File: config.mk
export PLATFORM = sky130hd
export DESIGN_NAME = interrupt_controller
export DESIGN_NICKNAME = d
export VERILOG_FILES = /design/src/rtl/interrupt_controller.sv
export SDC_FILE = /design/constraint.sdc
export NUM_CORES = 1
export LEC_CHECK = 0
export BUFFER_PORTS_ARGS = -buffer_cell sky130_fd_sc_hd__buf_2
export CORE_MARGIN = 2
export CORE_UTILIZATION = 45
export DETAILED_ROUTE_END_ITERATION = 8
export PLACE_DENSITY_LB_ADDON = 0.1
export REMOVE_ABC_BUFFERS = 1
export SYNTH_ARGS = -nofsm -noshare
export SYNTH_HDL_FRONTEND = slang
export SYNTH_SLANG_ARGS = --single-unit
File: constraint.sdc
create_clock -name clk -period 1.83 [get_ports clk]
set_input_delay 0 -clock clk [delete_from_list [all_inputs] [get_ports clk]]
set_output_delay 0 -clock clk [all_outputs]
set_load 0.005 [all_outputs]
File: src/rtl/interrupt_controller.sv
// Seven-source edge-triggered interrupt controller with pending/mask registers on the I/O bus.
// Optional feature macro INTC_MASK_REG_EN: when undefined the mask is fixed at 8'hFF.
module interrupt_controller #(
    parameter logic [15:0] BASE = 16'hFF00
) (
    input  logic        clk,
    input  logic        reset,
    input  logic [6:0]  irq,
    input  logic        iret,
    input  logic        enable_wishbone,
    input  logic        wr,
    input  logic [15:0] dir,
    input  logic [7:0]  din,
    output logic [7:0]  dout,
    output logic [2:0]  interrupciones,
    output logic        in_service
);

    typedef enum logic [1:0] {
        IDLE     = 2'd0,
        DISPATCH = 2'd1,
        SERVICE  = 2'd2
    } state_t;

    state_t      state_r;
    state_t      nextState_s;
    logic [6:0]  pending_r;
    logic [6:0]  irqPrev_r;
    logic [6:0]  rise_s;
    logic [6:0]  eligible_s;
    logic [6:0]  w1c_s;
    logic [6:0]  dispatchClr_s;
    logic [7:0]  mask_s;
    logic [2:0]  dispIdx_s;
    logic        dispatch_s;
    logic        busWrite_s;
    logic        busRead_s;
    logic        unusedDinMsb_s;

    function automatic logic [2:0] lowestSet(input logic [6:0] v);
        logic [2:0] idx;
        idx = 3'd0;
        for (int i = 6; i >= 0; i--) begin
            if (v[i]) begin
                idx = 3'(i);
            end else begin
                idx = idx;
            end
        end
        return idx;
    endfunction

    assign busWrite_s     = enable_wishbone & wr;
    assign busRead_s      = enable_wishbone & ~wr;
    assign rise_s         = irq & ~irqPrev_r;
    assign eligible_s     = mask_s[7] ? (pending_r & mask_s[6:0]) : 7'd0;
    assign dispIdx_s      = lowestSet(eligible_s);
    assign w1c_s          = (busWrite_s && (dir == BASE)) ? din[6:0] : 7'd0;
    assign dispatchClr_s  = dispatch_s ? (7'd1 << dispIdx_s) : 7'd0;
    assign unusedDinMsb_s = din[7];

`ifdef INTC_MASK_REG_EN
    logic [7:0] mask_r;

    // Mask register, written from the bus; decisions this cycle still see the old value.
    always_ff @(posedge clk or posedge reset) begin
        if (reset) begin
            mask_r <= 8'hFF;
        end else if (busWrite_s && (dir == (BASE + 16'd1))) begin
            mask_r <= din;
        end else begin
            mask_r <= mask_r;
        end
    end

    assign mask_s = mask_r;
`else
    assign mask_s = 8'hFF;
`endif

    // Next-state logic: dispatch only from IDLE, no nesting until iret.
    always_comb begin
        nextState_s = state_r;
        dispatch_s  = 1'b0;
        case (state_r)
            IDLE: begin
                if (eligible_s != 7'd0) begin
                    nextState_s = DISPATCH;
                    dispatch_s  = 1'b1;
                end else begin
                    nextState_s = IDLE;
                end
            end
            DISPATCH: nextState_s = SERVICE;
            SERVICE: begin
                if (iret) begin
                    nextState_s = IDLE;
                end else begin
                    nextState_s = SERVICE;
                end
            end
            default: nextState_s = IDLE;
        endcase
    end

    // State, edge-detect history, pending bits and registered outputs.
    always_ff @(posedge clk or posedge reset) begin
        if (reset) begin
            state_r        <= IDLE;
            irqPrev_r      <= 7'd0;
            pending_r      <= 7'd0;
            interrupciones <= 3'd0;
            in_service     <= 1'b0;
        end else begin
            state_r        <= nextState_s;
            irqPrev_r      <= irq;
            // A fresh edge wins over both clear sources.
            pending_r      <= (pending_r & ~(w1c_s | dispatchClr_s)) | rise_s;
            interrupciones <= dispatch_s ? (dispIdx_s + 3'd1) : 3'd0;
            in_service     <= (nextState_s != IDLE);
        end
    end

    // Side-effect-free combinational read port.
    always_comb begin
        dout = 8'h00;
        if (busRead_s && (dir == BASE)) begin
            dout = {1'b0, pending_r};
        end else if (busRead_s && (dir == (BASE + 16'd1))) begin
            dout = mask_s;
        end else begin
            dout = 8'h00;
        end
    end

endmodule

* Word level (Yosys, flattened, before mapping) *
Index checks and enable logic that the tools add are counted.

cells by class
  $add $sub $neg = 1
  equal/unequal tests = 4
  shift operators = 1
  multiplexer cells = 17
  bitwise gates (word level) = 9
  reductions and logical operators = 6

operators with widths
  cell                  number
  $eq 16x16->1 const B  2
  $mux 3                8
  $mux 8                2
  $and 7x7->7           2
  $mux 7                2
  $not 7->7             2
  $or 7x7->7            2
  $reduce_bool 7->1     1
  $shl 1x3->7 const A   1
  $pmux 2 s3            1
  $add 3x1->3 const B   1
  $logic_and 1x1->1     3
  $mux 1                3
  $and 1x1->1           2
  $eq 2x1->1 const B    1
  $eq 2x2->1 const B    1
  $logic_not 2->1       1
  $mux 2                1
  $reduce_bool 2->1     1
  $not 1->1             1

word-level totals
  bits in registers = 20
  input port bits = 36
  output and inout bits = 12
  word-level logic and storage cells = 43

* Logic depth before layout (Yosys ltp) *
Gate-level depths: netlist of run 1.

  depth in word-level cells = 13
  depth in mapped cells = 7
  mapped depth without buffers = 7

* Worst setup path before layout of run 1 *
No wires, ideal clock.

  path type = reg-to-reg
  start = reg pending_r[6] (netlist: eligible_s[6])
  end = reg pending_r[3] (netlist: eligible_s[3])
  setup time = 0.067 ns
  data arrival time = 1.478 ns
  data required time = 1.763 ns
  slack = 0.285 ns
  stages on the path, launching flop included = 8
  buffers on the path = 0
  period minus slack after synthesis = 1.545 ns
  cells stage by stage = dfrtp_1 nor3b_1 o31ai_1 inv_1 ha_1 ha_1 nand2_1 a32o_1

on the way
  word-level cells in the longest chain between the ends = 13
  elaborated cells on any way between the ends = 16
  those cells by class = shift (1); mux (10); bitwise (4); reduce/logical (1)

RTL lines
  item                    line  RTL
  from (decl)             27    logic [6:0] pending_r;
  from (signal assigned)  118   pending_r <= (pending_r & ~(w1c_s | dispatchClr_s)) | rise_s;
  $mux 3 (7 in a row)     44    if (v[i]) begin
  $shl 1x3->7             59    assign dispatchClr_s = dispatch_s ? (7'd1 << dispIdx_s) : 7'd0;
  $mux 7 (*)              59
  $or 7x7->7 (*)          118
  $not 7->7 (*)           118
  $and 7x7->7 (*)         118
  $or 7x7->7 (*)          118

Every way passes the cells marked *; elsewhere a longest branch is shown, timed or not.

* Worst setup path in the final report of run 1 *
Same ends and word-level chain as after synthesis.

==> results.cfg, run 1 <==
[placement]
portBuffers = 46
place_congestion = 0.766
place_hpwl_um = 1840
placed_area_um2 = 1290

[cells_and_area]
layout-drive-gt1-share_pct = 36.9
areaGrowthSynthToFinish_pct = 37.1
nNetsFinal = 202
diodes = 0
finalInstanceArea_um2 = 1410

[floorplan]
start_util_pct = 47.0
die_width_um = 51.8
fp-row-count = 17
io_pins = 48
core_area_um2 = 2190
dieArea_um2 = 2690
die_h_um = 51.8

[logic_synthesis]
synthFlopType = dfrtp_1
postSynth.asyncResetShare_pct = 100
ys_seq_area_share_pct = 48.6
ys_ff_latch = 20
yosys.area.top_type = dfrtp_1
syn_avg_cell_area_um2 = 10.0
synth_area_um2 = 1030
synthDistinctLibCells = 26
netlist_instances = 103
synth_top_area_share_pct = 48.6
synth_area_leaders = dfrtp_1, ha_1, a32o_1, nor2_1, nand4_1
synth_edf_count = 0
yosysWarningCount = 0

[worst_setup_path]
criticalPathCategory = flop to flop
endpoint_kind = flop
reg2reg_to = eligible_s[3]
arrival_ns = 1.98
path_max_fanout = 4
r2r_setup_slack_ns = 0.10
start_kind = flop
worst_r2r_path_depth = 7
rr_startpoint = eligible_s[6]
crit_required_ns = 2.08

[cts]
cts_sinks = 20
clkTransAtPathRegs_ns = 0.11
numCtsBuffers = 3
cts_root_buffer = clkbuf_4
cts_buffer_depth = 2
htree_levels = 1
clk_latency_ns = 0.31
cts_tree = yes

[job]
cap_violations = 0

[power]
vdd_ir_drop_max_mv = 0.798
p_leak_nw = 0.682
power.density_nw_per_um2 = 901

[timing]
timing.final.crit_share_pct = 94.5
setup_viol = 0
period_needed_ns = 1.73
worst_pin_slew_ns = 0.729
fin_skew_ns = 0.00287
relSlewSlack_pct = 51.3
fmax_ghz = 0.578
tns_ns = 0
grt_setup_unrepaired = no
drv_slew = 0
hold_viol = 0

[global_routing]
grt_overflow_total = 0
grt_usage_pct = 19.2
antenna_found_initial = 0
grt_max_degree = 21
grt_pass1_wl_um = 3780
grt_pass1_vias = 889

[detailed_routing]
drtIter0Drc = 11
vias = 970
final_antenna_net_count = 0
dr.pass1.iters = 4
drt-vias-per-instance = 5.16
wl_um = 2340
wire_per_inst_um = 12.4
drc = 0

[outcome]
outcome = finished clean

[hold_path]
hold-path-endpoint = eligible_s[1]
min_path_cells = 3
hold_path_class = input port to flop
holdCritStartpoint = din[1]
## worst max-delay path by stage
stage | from | to | slack [ns] | depth (start not counted)
after floorplan | eligible_s[6] | eligible_s[3] | 0.28 | 7
after global placement | eligible_s[6] | eligible_s[3] | 0.17 | 7
after CTS | eligible_s[6] | eligible_s[3] | 0.10 | 7
after detailed placement | eligible_s[6] | eligible_s[3] | 0.13 | 7
after global routing | eligible_s[6] | eligible_s[3] | 0.02 | 7
final | eligible_s[6] | eligible_s[3] | 0.10 | 7
## per-stage QoR
stage / hold WS [ns] / util (%) / setup WS, ns / std cells / total power [mW]
5_1_grt: 0.0275 / 64.4 / 0.0226 / 188 / 1.36
3_3_place_gp: 0.124 / 58.9 / 0.167 / 176 / 0.982
3_5_place_dp: 0.125 / 58.9 / 0.132 / 176 / 0.998
6_report: 0.0183 / 64.4 / 0.101 / 188 / 1.27
2_1_floorplan: -0.0362 / - / 0.285 / 101 / 0.850
4_1_cts: 0.0179 / 64.2 / 0.104 / 188 / 1.27
## Yosys cell counts (2+ instances only)
| cell type | count |
|---|---|
| nand2_1 | 6 |
| a32o_1 | 6 |
| nor2_1 | 14 |
| nand2b_1 | 2 |
| nand3_1 | 4 |
| or4_4 | 2 |
| nand4_1 | 8 |
| a21oi_1 | 2 |
| o21ai_0 | 7 |
| inv_1 | 13 |
| dfrtp_1 | 20 |
| ha_1 | 5 |
## cells in the final DEF (no fill, tap or decap), drive strengths merged, types with 5 or more instances in the layout
cell          n
buf          47
dfrtp        20
nor2         15
inv          13
nand4         8
dlygate4sd3   8
o21ai         8
nand2         6
a32o          6
ha            5
## layout make-up
class / instances / area [um2]
Clock buffer: 4 / 36.3
Fill cell: 199 / 779
Inverter: 13 / 48.8
Tap cell: 28 / 35.0
Sequential cell: 20 / 500
Multi-Input combinational cell: 68 / 473
Timing Repair Buffer: 55 / 318
## routing by layer
layer / GRT usage, % / wire [um] / vias up
li1: - / - / 481
met1: 24.3 / 996 / 436
met2: 30.6 / 1110 / 46
met3: 5.17 / 176 / 7
met4: 8.77 / 57 / 0
met5: 0 / 0 / -
## what timing repair did
action | CTS | global route
setup endpoints to repair | 0 | 1
resized for setup | 0 | 1
hold buffers | 8 | 0
buffers inserted | 0 | 0
endpoints found under the hold margin | 34 | 0
## critical path: stages (launching register included)
cell,delay [ns]
dfrtp_1,0.43
nor3b_1,0.16
o31ai_1,0.37
inv_1,0.12
ha_1,0.22
ha_1,0.17
nand2_1,0.06
a32o_1,0.15
## where the power goes
part | switching (mW) | internal (mW)
clock network | 0.139 | 0.122
registers | 0.0724 | 0.536
logic | 0.218 | 0.185
total | 0.430 | 0.843
## flip-flops by register name, summed over array words and instances (netlist names)
name,cells
state_r,2
eligible_s,7
irqPrev_r,7
interrupciones,3
in_service,1
## cells by family (layout without fill, tap and decap cells)
group                    after synthesis  after routing  synth area share [%]
buffers and inverters                 15             72                  5.83
adder cells (fa/ha/maj)                5              5                  6.08
multiplexers                           1              1                  1.09
AO/OA/AOI/OAI                         19             19                  13.4
flip-flops                            20             20                  48.6
AND/OR/NAND/NOR                       43             43                  25.0
Note: power is estimated with default switching activity, not from simulation.
==> run 2, diff against run 1 <==
- CORE_UTILIZATION: 45 -> 30
==> run 2 against run 1 <==
  * Sequential power about the same
  * Maximum frequency up 2.3%
  * Combinational power up 1%
  * Critical path type unchanged
  * Largest cell class unchanged
==> results.cfg, run 2 (same netlist as run 1, synthesis figures left out) <==
[outcome]
outcome = finished clean

[floorplan]
core_area_um2 = 3310
die_h_um = 62.6
dieArea_um2 = 3920
fp-row-count = 21
die_width_um = 62.6
start_util_pct = 31.1
io_pins = 48

[placement]
dp_cells = 194
place_congestion = 0.732
portBuffers = 46
place_hpwl_um = 1980

[detailed_routing]
final_antenna_net_count = 0
wl_um = 2530
wire_per_inst_um = 12.3
vias = 970
drt-vias-per-instance = 4.71
drc = 0
drtIter0Drc = 32
dr.pass1.iters = 4

[worst_setup_path]
criticalPathCategory = flop to flop
r2r_setup_slack_ns = 0.14
worst_r2r_path_depth = 7
endpoint_kind = flop
start_kind = flop
cp-startpoint = eligible_s[4]
rr_startpoint = eligible_s[4]
crit_required_ns = 2.03
reg2reg_to = eligible_s[3]
crit_end = eligible_s[3]
arrival_ns = 1.89
path_max_fanout = 5

[power]
p_leak_nw = 0.683
power.density_nw_per_um2 = 889
vdd_ir_drop_max_mv = 0.417

[cells_and_area]
seq_area_um2 = 500
areaGrowthSynthToFinish_pct = 39.4
layout-drive-gt1-share_pct = 36.9
instances_no_fill = 206
multi_input_area_um2 = 474
diodes = 0
layout_commonest_cell = buf_2
nNetsFinal = 202
n_fill_cell = 338
final_cell_mix = buf_2, dfrtp_1, nor2_1

[cts]
cts_sinks = 20
clkTransAtPathRegs_ns = 0.12
cts_tree = yes
htree_levels = 1
numCtsBuffers = 3
clk_latency_ns = 0.30
cts_buffer_depth = 2
postCtsSetupRepairBufs = 0
cts_root_buffer = clkbuf_4

[timing]
relSlewSlack_pct = 50.6
timing.final.crit_share_pct = 92.3
worst_pin_slew_ns = 0.741
fin_skew_ns = 0.00410
setup_viol = 0
hold_viol = 0
grt_setup_unrepaired = no
fmax_ghz = 0.592
drv_slew = 0
tns_ns = 0
period_needed_ns = 1.69

[hold_path]
hold_path_class = input port to flop
min_path_cells = 3

[global_routing]
grt_pass1_vias = 993
antenna_found_initial = 0
grt_overflow_total = 0
grt_usage_pct = 14.0
grt_max_degree = 21
grt_pass1_wl_um = 4380

[job]
cap_violations = 0
[run 2: cell counts in the layout (fill, tap and decap cells not counted)]
Identical to the previous run, type by type.
[run 2: critical path: stages, from the launching register on]
cell      delay, ns
dfrtp_1        0.45
nor2b_1        0.13
o21bai_1       0.07
a21oi_1        0.30
ha_1           0.21
ha_1           0.14
nand2_1        0.04
a32o_1         0.25
[run 2: cell type report]
type | count | area share (%)
Sequential cell | 20 | 34.9
Inverter | 13 | 3.40
Timing Repair Buffer | 55 | 22.1
Multi-Input combinational cell | 68 | 33.0
Clock buffer | 4 | 2.53
Tap cell | 46 | 4.01
[run 2: layer usage]
metal | vias to the layer above | GRT usage (%) | share of wire, %
met5 | - | 0 | 0
li1 | 480 | - | -
met4 | 0 | 5.00 | 0.91
met2 | 34 | 23.9 | 47
met1 | 454 | 17.2 | 46
met3 | 2 | 3.06 | 5.9
[run 2: timing repair]
item,CTS,global route
setup endpoints to repair,0,2
resized for setup,0,1
endpoints found under the hold margin,34,0
hold buffers,8,0
[run 2: worst min-delay path by stage]
stage / start / end / slack, ns
after CTS: din[1] / eligible_s[1] / 0.008
after detailed placement: irq[3] / irqPrev_r[3] / 0.13
after global routing: din[1] / eligible_s[1] / 0.01
after floorplan: reset / eligible_s[0] / -0.04
after global placement: irq[3] / irqPrev_r[3] / 0.13
final: din[1] / eligible_s[1] / 0.02
[run 2: report_power, final]
group	total, mW	leakage (nW)	internal (mW)	switching [mW]
clock	0.261	0.0210	0.121	0.140
combinational	0.408	0.438	0.185	0.222
sequential	0.606	0.223	0.536	0.0704
[run 2: through the flow]
stage	area, um2	setup WS (ns)	utilization (%)	hold slack (ns)	power [mW]
4_1_cts	1430	0.0573	43.2	0.00791	1.28
2_1_floorplan	1020	0.285	-	-0.0362	0.850
3_5_place_dp	1310	0.0894	39.7	0.127	1.01
5_1_grt	1440	0.00338	43.3	0.0128	1.37
6_report	1440	0.140	43.3	0.0169	1.28
3_3_place_gp	1310	0.156	39.7	0.126	0.992
